**src/rtl/bits_buffered_if.sv**
```systemverilog
// Handshake bundle for the buffered bit/slice dumper: word input side and
// serialised readback side, seen from the dumper as the slave.
interface bits_buffered_if #(
    parameter int WIDTH     = 32,
    parameter int LOG_DEPTH = 2
);
    logic [WIDTH-1:0]   in_data_i;
    logic               in_nd_i;
    logic               mode_i;
    logic [WIDTH-1:0]   out_data_o;
    logic               out_nd_o;
    logic               error_o;
    logic [LOG_DEPTH:0] fifo_count_o;

    modport master (
        output in_data_i, in_nd_i, mode_i,
        input  out_data_o, out_nd_o, error_o, fifo_count_o
    );

    modport slave (
        input  in_data_i, in_nd_i, mode_i,
        output out_data_o, out_nd_o, error_o, fifo_count_o
    );
endinterface

```
**src/rtl/bits_buffered.sv**
```systemverilog
// Buffers words in a small FIFO and serialises each one as CHUNK-bit slices,
// MSB slice first, as (index, value) pairs or values only; overflow is sticky.
module bits_buffered #(
    parameter int               WIDTH      = 32,
    parameter int               CHUNK      = 1,
    parameter int               LOG_NCHUNK = 5,
    parameter int               DEPTH      = 4,
    parameter int               LOG_DEPTH  = 2,
    parameter logic [WIDTH-1:0] ERRORCODE  = {WIDTH{1'b1}}
) (
    input  logic              clk,
    input  logic              rst,
    bits_buffered_if.slave    bus
);
    localparam int                   NCHUNK     = WIDTH / CHUNK;
    localparam logic [WIDTH-1:0]     CHUNK_MASK = ~({WIDTH{1'b1}} << CHUNK);
    localparam logic [LOG_NCHUNK-1:0] POS_TOP   = LOG_NCHUNK'(NCHUNK - 1);
    localparam logic [LOG_NCHUNK-1:0] POS_ONE   = LOG_NCHUNK'(1);
    localparam logic [LOG_DEPTH:0]   CNT_ONE    = (LOG_DEPTH + 1)'(1);
    localparam logic [LOG_DEPTH:0]   CNT_FULL   = (LOG_DEPTH + 1)'(DEPTH);
    localparam logic [LOG_DEPTH-1:0] PTR_ONE    = LOG_DEPTH'(1);

    typedef enum logic [1:0] {IDLE, IDX, VAL} state_t;

    state_t                state_q, state_d;
    logic [WIDTH-1:0]      sreg_q, sreg_d;
    logic [LOG_NCHUNK-1:0] pos_q, pos_d;
    logic                  m_q, m_d;
    logic [WIDTH-1:0]      mem [DEPTH];
    logic [LOG_DEPTH-1:0]  wr_ptr_q, rd_ptr_q;
    logic [LOG_DEPTH:0]    count_q, count_d;
    logic                  error_q, error_d;
    logic                  out_nd_q, out_nd_d;
    logic [WIDTH-1:0]      out_data_q, out_data_d;
    logic                  pop, push, fifo_empty, fifo_full;
    logic [WIDTH-1:0]      shifted;

    assign fifo_empty = (count_q == '0);
    assign fifo_full  = (count_q == CNT_FULL);

    // Slice FSM; the pop at pos==0 chains the next word with no idle cycle.
    always_comb begin
        state_d = state_q;
        sreg_d  = sreg_q;
        pos_d   = pos_q;
        m_d     = m_q;
        pop     = 1'b0;
        if (!error_q) begin
            case (state_q)
                IDLE: if (!fifo_empty) pop = 1'b1;
                IDX:  state_d = VAL;
                VAL: begin
                    if (pos_q != '0) begin
                        pos_d   = pos_q - POS_ONE;
                        state_d = m_q ? VAL : IDX;
                    end else if (!fifo_empty) begin
                        pop = 1'b1;
                    end else begin
                        state_d = IDLE;
                    end
                end
                default: state_d = IDLE;
            endcase
            if (pop) begin
                sreg_d  = mem[rd_ptr_q];
                pos_d   = POS_TOP;
                m_d     = bus.mode_i;
                state_d = bus.mode_i ? VAL : IDX;
            end
        end
    end

    // A push into a full FIFO is still legal when a pop frees a slot this cycle.
    always_comb begin
        push    = 1'b0;
        error_d = error_q;
        if (bus.in_nd_i && !error_q) begin
            if (!fifo_full || pop) push = 1'b1;
            else                   error_d = 1'b1;
        end
    end

    always_comb begin
        count_d = count_q;
        if (push && !pop)      count_d = count_q + CNT_ONE;
        else if (pop && !push) count_d = count_q - CNT_ONE;
    end

    // Outputs are computed from next state so they leave the block registered.
    always_comb begin
        shifted  = sreg_d >> (int'(pos_d) * CHUNK);
        out_nd_d = error_d || (state_d != IDLE);
        if (error_d)              out_data_d = ERRORCODE;
        else if (state_d == IDX)  out_data_d = WIDTH'(pos_d);
        else if (state_d == VAL)  out_data_d = shifted & CHUNK_MASK;
        else                      out_data_d = '0;
    end

    always_ff @(posedge clk or posedge rst) begin
        if (rst) begin
            state_q    <= IDLE;
            sreg_q     <= '0;
            pos_q      <= '0;
            m_q        <= 1'b0;
            wr_ptr_q   <= '0;
            rd_ptr_q   <= '0;
            count_q    <= '0;
            error_q    <= 1'b0;
            out_nd_q   <= 1'b0;
            out_data_q <= '0;
        end else begin
            state_q    <= state_d;
            sreg_q     <= sreg_d;
            pos_q      <= pos_d;
            m_q        <= m_d;
            count_q    <= count_d;
            error_q    <= error_d;
            out_nd_q   <= out_nd_d;
            out_data_q <= out_data_d;
            if (push) wr_ptr_q <= wr_ptr_q + PTR_ONE;
            if (pop)  rd_ptr_q <= rd_ptr_q + PTR_ONE;
        end
    end

    always_ff @(posedge clk) begin
        if (push) mem[wr_ptr_q] <= bus.in_data_i;
    end

    assign bus.out_data_o   = out_data_q;
    assign bus.out_nd_o     = out_nd_q;
    assign bus.error_o      = error_q;
    assign bus.fifo_count_o = count_q;
endmodule

```
**src/flat_wrapper.sv**
```systemverilog
// flat-port wrapper written by rule: the top's interface ports become plain ports
module bits_buffered_flat 
#(
    parameter int               WIDTH      = 32,
    parameter int               CHUNK      = 1,
    parameter int               LOG_NCHUNK = 5,
    parameter int               DEPTH      = 4,
    parameter int               LOG_DEPTH  = 2,
    parameter logic [WIDTH-1:0] ERRORCODE  = {WIDTH{1'b1}}
)
  (clk, rst, bus_in_data_i, bus_in_nd_i, bus_mode_i, bus_out_data_o, bus_out_nd_o, bus_error_o, bus_fifo_count_o);
  bits_buffered_if #(.WIDTH(WIDTH), .LOG_DEPTH(LOG_DEPTH)) bus_i ();
  input  logic clk;
  input  logic rst;
  input wire logic [$bits(bus_i.in_data_i)-1:0] bus_in_data_i;
  input wire logic [$bits(bus_i.in_nd_i)-1:0] bus_in_nd_i;
  input wire logic [$bits(bus_i.mode_i)-1:0] bus_mode_i;
  output wire logic [$bits(bus_i.out_data_o)-1:0] bus_out_data_o;
  output wire logic [$bits(bus_i.out_nd_o)-1:0] bus_out_nd_o;
  output wire logic [$bits(bus_i.error_o)-1:0] bus_error_o;
  output wire logic [$bits(bus_i.fifo_count_o)-1:0] bus_fifo_count_o;
  assign bus_i.in_data_i = bus_in_data_i;
  assign bus_i.in_nd_i = bus_in_nd_i;
  assign bus_i.mode_i = bus_mode_i;
  assign bus_out_data_o = bus_i.out_data_o;
  assign bus_out_nd_o = bus_i.out_nd_o;
  assign bus_error_o = bus_i.error_o;
  assign bus_fifo_count_o = bus_i.fifo_count_o;
  bits_buffered #(.WIDTH(WIDTH), .CHUNK(CHUNK), .LOG_NCHUNK(LOG_NCHUNK), .DEPTH(DEPTH), .LOG_DEPTH(LOG_DEPTH), .ERRORCODE(ERRORCODE)) u_core (.clk(clk), .rst(rst), .bus(bus_i));
endmodule
```
**config.mk**
```make
export PLATFORM = sky130hd
export DESIGN_NAME = bits_buffered_flat
export DESIGN_NICKNAME = d
export VERILOG_FILES = /design/src/rtl/bits_buffered_if.sv /design/src/rtl/bits_buffered.sv /design/src/flat_wrapper.sv
export SDC_FILE = /design/constraint.sdc
export NUM_CORES = 1
export LEC_CHECK = 0
export CAP_MARGIN = 25
export CORE_ASPECT_RATIO = 0.7
export CORE_MARGIN = 2
export CORE_UTILIZATION = 62
export CTS_BUF_LIST = sky130_fd_sc_hd__clkbuf_4
export DETAILED_ROUTE_END_ITERATION = 7
export PLACE_DENSITY = 0.85
export RECOVER_POWER = 100
export SETUP_SLACK_MARGIN = 0.02
export SLEW_MARGIN = 20
export SYNTH_ARGS = -nofsm -noshare
export SYNTH_HDL_FRONTEND = slang
export SYNTH_SLANG_ARGS = --single-unit
```
**constraint.sdc**
```tcl
create_clock -name clk -period 7.3 [get_ports clk]
set_input_delay 1.46 -clock clk [delete_from_list [all_inputs] [get_ports clk]]
set_output_delay 1.46 -clock clk [all_outputs]
set_load 0.1 [all_outputs]
```
---- Word-level counts from Yosys, hierarchy flattened ----
Memory sizes are Yosys's and may differ from the RTL's.
Cells that the tools add are included.
word-level totals
  memories kept ........................... 1
  RAM bits ................................ 128
  word-level logic and storage cells ...... 67
  output and inout bits ................... 37
  latch bits .............................. 0
  register bits after elaboration ......... 81
  ROM bits ................................ 0
  input bits .............................. 36
memory list
  memory      depth  width  rd ports  clocked after Yosys merged registers in  write ports  line                 RTL
  u_core.mem  4      32     1         0                                        1            bits_buffered.sv:29  logic [WIDTH-1:0] mem [DEPTH];
cells by class
  bitwise logic cells ..................... 1
  reduce and logical (&&, ||, !) cells .... 15
  div/mod/pow operators ................... 0
  multiply operators ...................... 0
  eq/ne operators ......................... 5
  add/sub/neg operators ................... 5
  shifts and indexed selects .............. 1
  $lt $le $gt $ge ......................... 0
  multiplexer cells ....................... 29
operator list
  operator               number
  $mux W32               4
  $shr A32 B5 Y1         1
  $mux W5                4
  $mux W2                6
  $mux W1                11
  $mux W3                2
  $pmux W2 S3            1
  $reduce_bool A5 Y1     1
  $sub A5 B1 Y5 const B  1
  $add A2 B1 Y2 const B  2
  $eq A2 B1 Y1 const B   2
  $eq A2 B2 Y1 const B   2
  $logic_not A1 Y1       4
  $reduce_bool A2 Y1     2
  $add A3 B1 Y3 const B  1
  $eq A3 B3 Y1 const B   1
  $logic_and A1 B1 Y1    3
  $logic_not A3 Y1       1
  $sub A3 B1 Y3 const B  1
  $logic_not A2 Y1       1
  $logic_or A1 B1 Y1     2
  $pmux W1 S2            1
  $reduce_and A2 Y1      1
  $not A1 Y1             1

---- Logic depth before layout (Yosys ltp) ----
  depth in word-level cells ............... 13
  gate-level depth with buffers ........... 13
  mapped depth without buffers ............ 13

---- Worst setup path before layout ----
No wires, ideal clock.
  path type ............................... flip-flop to flip-flop
  start ................................... reg u_core.count_q[1] (netlist: u_core.bus.fifo_count_o[1])
  end ..................................... mem u_core.mem[0][0] (enable)
  data arrival time ....................... 2.939 ns
  setup time .............................. 0.392 ns
  path buffers ............................ 0
  clock period less this slack ............ 3.331 ns
  stages on the path, launching flop included .. 7
  slack ................................... 3.969 ns
  cells stage by stage .................... dfrtp_1 nor3_1 a211o_1 nand2_1 nor3_1 nor3b_2 and2_1
on the way
  longest elaborated chain between the ends .. 11
  elaborated cells between the ends (all ways) .. 13
  classes of those cells .................. eq/ne: 1; mux: 9; reduce/logical: 3
ends and longest elaborated chain
  element                            line                                      RTL
  start, declared                    bits_buffered.sv:31                       logic [LOG_DEPTH:0] count_q, count_d;
  start signal, assigned             bits_buffered.sv:116                      count_q <= count_d;
  $logic_not A3 Y1                   bits_buffered.sv:38                       assign fifo_empty = (count_q == '0);
  $mux W1                            bits_buffered.sv:50, bits_buffered.sv:56
  $mux W1                            bits_buffered.sv:53                       if (pos_q != '0) begin
  $pmux W1 S2                        bits_buffered.sv:49                       case (state_q)
  $mux W1 (2 in series)              bits_buffered.sv:48                       if (!error_q) begin
  $logic_or A1 B1 Y1 (*)             bits_buffered.sv:78                       if (!fifo_full || pop) push = 1'b1;
  $mux W1 (*)                        bits_buffered.sv:78
  $mux W1 (*)                        bits_buffered.sv:77                       if (bus.in_nd_i && !error_q) begin
  via u_core.push                    bits_buffered.sv:35                       logic pop, push, fifo_empty, fifo_full;
  $mux W1 (*)                        bits_buffered.sv:126                      if (push) mem[wr_ptr_q] <= bus.in_data_i;
  $mux W1 (implied by the code) (*)  bits_buffered.sv:126
  end, declared                      bits_buffered.sv:29
Mark *: on every way through the listed nets, which the timed path passes. The rest lies on a longest branch. The select of a mux whose other input is x is not followed.

---- Worst setup path in the final report ----
  start ................................... reg u_core.pos_q[0]
  end ..................................... reg u_core.out_data_q[0] (netlist: u_core.bus.out_data_o[0])
on the way
  longest elaborated chain between the ends .. 10
  elaborated cells between the ends (all ways) .. 25
  classes of those cells .................. add/sub: 1; eq/ne: 2; shift: 1; mux: 19; reduce/logical: 2
ends and longest elaborated chain
  element                                                                line                  RTL
  start, declared                                                        bits_buffered.sv:27   logic [LOG_NCHUNK-1:0] pos_q, pos_d;
  start signal, assigned                                                 bits_buffered.sv:114  pos_q <= pos_d;
  parallel branches: the longest is 9 deep, another holds $sub A5 B1 Y5  --
  $mux W32 (*)                                                           bits_buffered.sv:93   if (error_d) out_data_d = ERRORCODE;
  via u_core.out_data_d[0]                                               bits_buffered.sv:34   logic [WIDTH-1:0] out_data_q, out_data_d;
  end signal, assigned                                                   bits_buffered.sv:119  out_data_q <= out_data_d;
  end, declared                                                          bits_buffered.sv:34
Mark *: on every way through the listed nets, which the timed path passes. The select of a mux whose other input is x is not followed.
A chain may end at the register's enable or synchronous reset.

==> results.md <==
* Hold Violations, Final at 0
* Clk sinks at 182
* DIE AREA at 0.0130 mm2
* CP Launch Type: flop
* Final Cycle Share at 0.739
* Rel. slew slack at -0.921
* Crit path cell chain: inv_1, ha_1, or4b_1, a2111oi_0, clkbuf_1, a211oi_1, inv_1, a311oi_1, a2111oi_0, a31oi_1, o21ai_1
* Netlist Area Pre-Place at 0.00751 mm2
* Final wirelength at 13200 um
* Drt drc at 0
* Unique masters post-synth at 54
* Worst Hold Launch: u_core.sreg_q[1]
* Clock root buffer: clkbuf_4
* Synth area leaders: edfxtp_1, dfrtp_1, mux4_2
* First-pass GRT wire length at 20900 um
* WP data required at 7790 ps
* CTS Buf Count at 17
* Max incr delay on CP at 1530 ps
* Crit path from: u_core.pos_q[0]
* CP endpoint kind: flop
* Status: complete, but fails checks
* Slew Viols, Final at 126
* Critical Path AT at 5880 ps
* Clock Tree Buf Depth at 2
* Area Overhead vs Synth at 11.7%
* Reg-to-reg endpoint: u_core.bus.out_data_o[0]
* Critical Path End: u_core.bus.out_data_o[0]
* Final min period at 5390 ps
* Hold WC Path Type: reg2reg
* CP max stage cell: clkbuf_1
* GRT Total Usage at 0.222
* 1st-pass router iterations at 5
* CTS resizes at 0
* Remaining Overflow, GRT at 0
* DR vias/cell at 5.91
* Syn nets at 477
* Std cell rows at 33
* ANT cells at 0
* Max Clk Rate at 185 MHz
* Port Buffers at 72
* Detailed placement HPWL at 8510 um
* Reg2reg start: u_core.pos_q[0]
* Setup Skew at 20.3 ps
* Syn Inst Count at 433
* Final setup viols at 0
* FFs w/ async S/R, synth at 0.297
* Initial Util at 0.638
* GP Congestion at 0.820
* Postcts setup bufs at 0
* DR WL/cell at 20.0 um
* CTS tree: done
* Hold_buf cts at 0
* Failing checks: capacitance limit, slew limit
* Initial antenna violation count at 0
* Leading area contributor after synthesis: edfxtp_1
* Vias in the first global route at 3908
* Nets at 534
* Skew-Pair Late Insertion Delay at 560 ps
* Pin count of the biggest net entering global routing at 55
* Number of synthesized flops with an enable pin at 128
* Dominant synthesized flop cell: edfxtp_1
* CTS clk-pin slew, worst paths at 150 ps
* Fraction of layout cells with a size suffix above 1 at 0.187
* Core footprint at 0.0118 mm2
* Post-synthesis area per instance at 17.3 um2
* Setup slack, reg-to-reg at 1910 ps
* Slew @ Worst Pin at 2880 ps
* Die X at 136 um
* Io pins at 73
* CP Class: reg2reg
* Final setup TNS at 0 ps
* Via Count at 3903
* RSZ-0062 raised after global routing: false
* #FFs+latches synth at 182
* Seq/Total Area, Yosys at 0.692
* Yosys top cell area share at 0.512
* Max H-tree Level at 4
* Ys Warns at 0
* Worst Reg-to-Reg Cells at 11
* Crit-path max FO at 37
* Overall die height at 96.1 um
* DR iter-0 viols at 396
* Max-cap violation count at 3
* ANT nets after route at 0
cell usage after synthesis, drive strengths merged (2+ instances only):
cell     number
ha            7
dfrtp        54
o211ai        3
mux4         32
a21oi         3
and2          4
a2111oi       2
o21ai        13
nand2b        4
nor3b         2
xnor2         4
mux2i         7
a311o         2
nor3          5
xor2          2
nor4b         2
nand2        33
nor2          7
o21a          5
clkbuf        4
inv          18
nand3         2
a211o         2
buf          39
edfxtp      128
o2111ai       4
mux2         25
a211oi        4
a311oi        2
worst min-delay path by stage:
| stage | to | slack [ps] | depth (start not counted) |
|---|---|---|---|
| floorplan | u_core.sreg_q[29] | 440 | 2 |
| global placement | u_core.sreg_q[7] | 450 | 2 |
| detailed placement | u_core.sreg_q[1] | 460 | 2 |
| CTS | u_core.sreg_q[7] | 490 | 2 |
| global route | u_core.sreg_q[7] | 520 | 2 |
| finish | u_core.sreg_q[1] | 500 | 2 |
routing by layer:
metal,vias up,share of wire,track usage,wire (um)
li1,1753,-,-,-
met1,1986,0.46,0.317,6000
met2,151,0.47,0.354,6250
met3,13,0.061,0.0569,808
met4,0,0.0095,0.0521,125
met5,-,0,0,0
worst max-delay path, delay by kind of cell (launching register included):
kind                       cells  cell delay, ps
buffers and inverters          3            2150
DFF                            1             420
AOI/OAI and AO/OA              6            1940
and+or+nand+nor                1             550
adders and majority gates      1             240
final cells by class:
class | count | area [um2]
inverters | 18 | 67.6
multi-input cells | 190 | 1890
flip-flops and latches | 182 | 5200
fillers | 741 | 3380
clock inverters | 14 | 134
repair buffers | 81 | 762
clock buffers | 18 | 135
well taps | 157 | 196
stage by stage:
step / util / worst slack [ps] / instances / hold WS, ps / area [um2]
after floorplan: - / 3970 / 433 / 436 / 7510
after global placement: 0.695 / 3550 / 628 / 452 / 8180
after detailed placement: 0.695 / 3460 / 628 / 461 / 8180
after CTS: 0.718 / 2820 / 660 / 495 / 8450
after global routing: 0.712 / 1540 / 660 / 521 / 8380
final: 0.712 / 1910 / 660 / 499 / 8380
cell families (layout without fill, tap and decap cells):
logic type,Yosys count,count (layout),synth area share
compound gates,47,47,0.0495
flops,182,182,0.692
mux,64,64,0.143
fa+ha+maj,8,8,0.0143
simple gates,65,65,0.0433
buf+inv,61,131,0.0508
xor+xnor,6,6,0.00700
sequential cells by signal, summed over array words and instances, names as in the netlist:
register                 cells
u_core.bus.fifo_count_o      3
u_core.mem                 128
u_core.wr_ptr_q              2
u_core.sreg_q               32
u_core.rd_ptr_q              2
u_core.bus.out_nd_o          1
u_core.m_q                   1
u_core.pos_q                 5
u_core.bus.out_data_o        6
u_core.state_q               2
placed cells by master (no fill, tap or decap), drive strengths merged, types with 3 or more instances in the layout:
cell	Yosys	final
clkinv	0	4
o211ai	3	3
nor3	5	5
xnor2	4	4
nand2	33	33
clkinvlp	0	3
mux4	32	32
ha	7	7
clkbuf	4	25
a21oi	3	3
a211oi	4	4
edfxtp	128	128
o21ai	13	13
dfrtp	54	54
mux2i	7	7
and2	4	4
inv	18	25
mux2	25	25
o2111ai	4	4
nor2	7	7
dlygate4sd3	0	70
o21a	5	5
nand2b	4	4
Power is not shown: default switching activity piles up to over one toggle a cycle in this logic, so the estimate is an artifact.
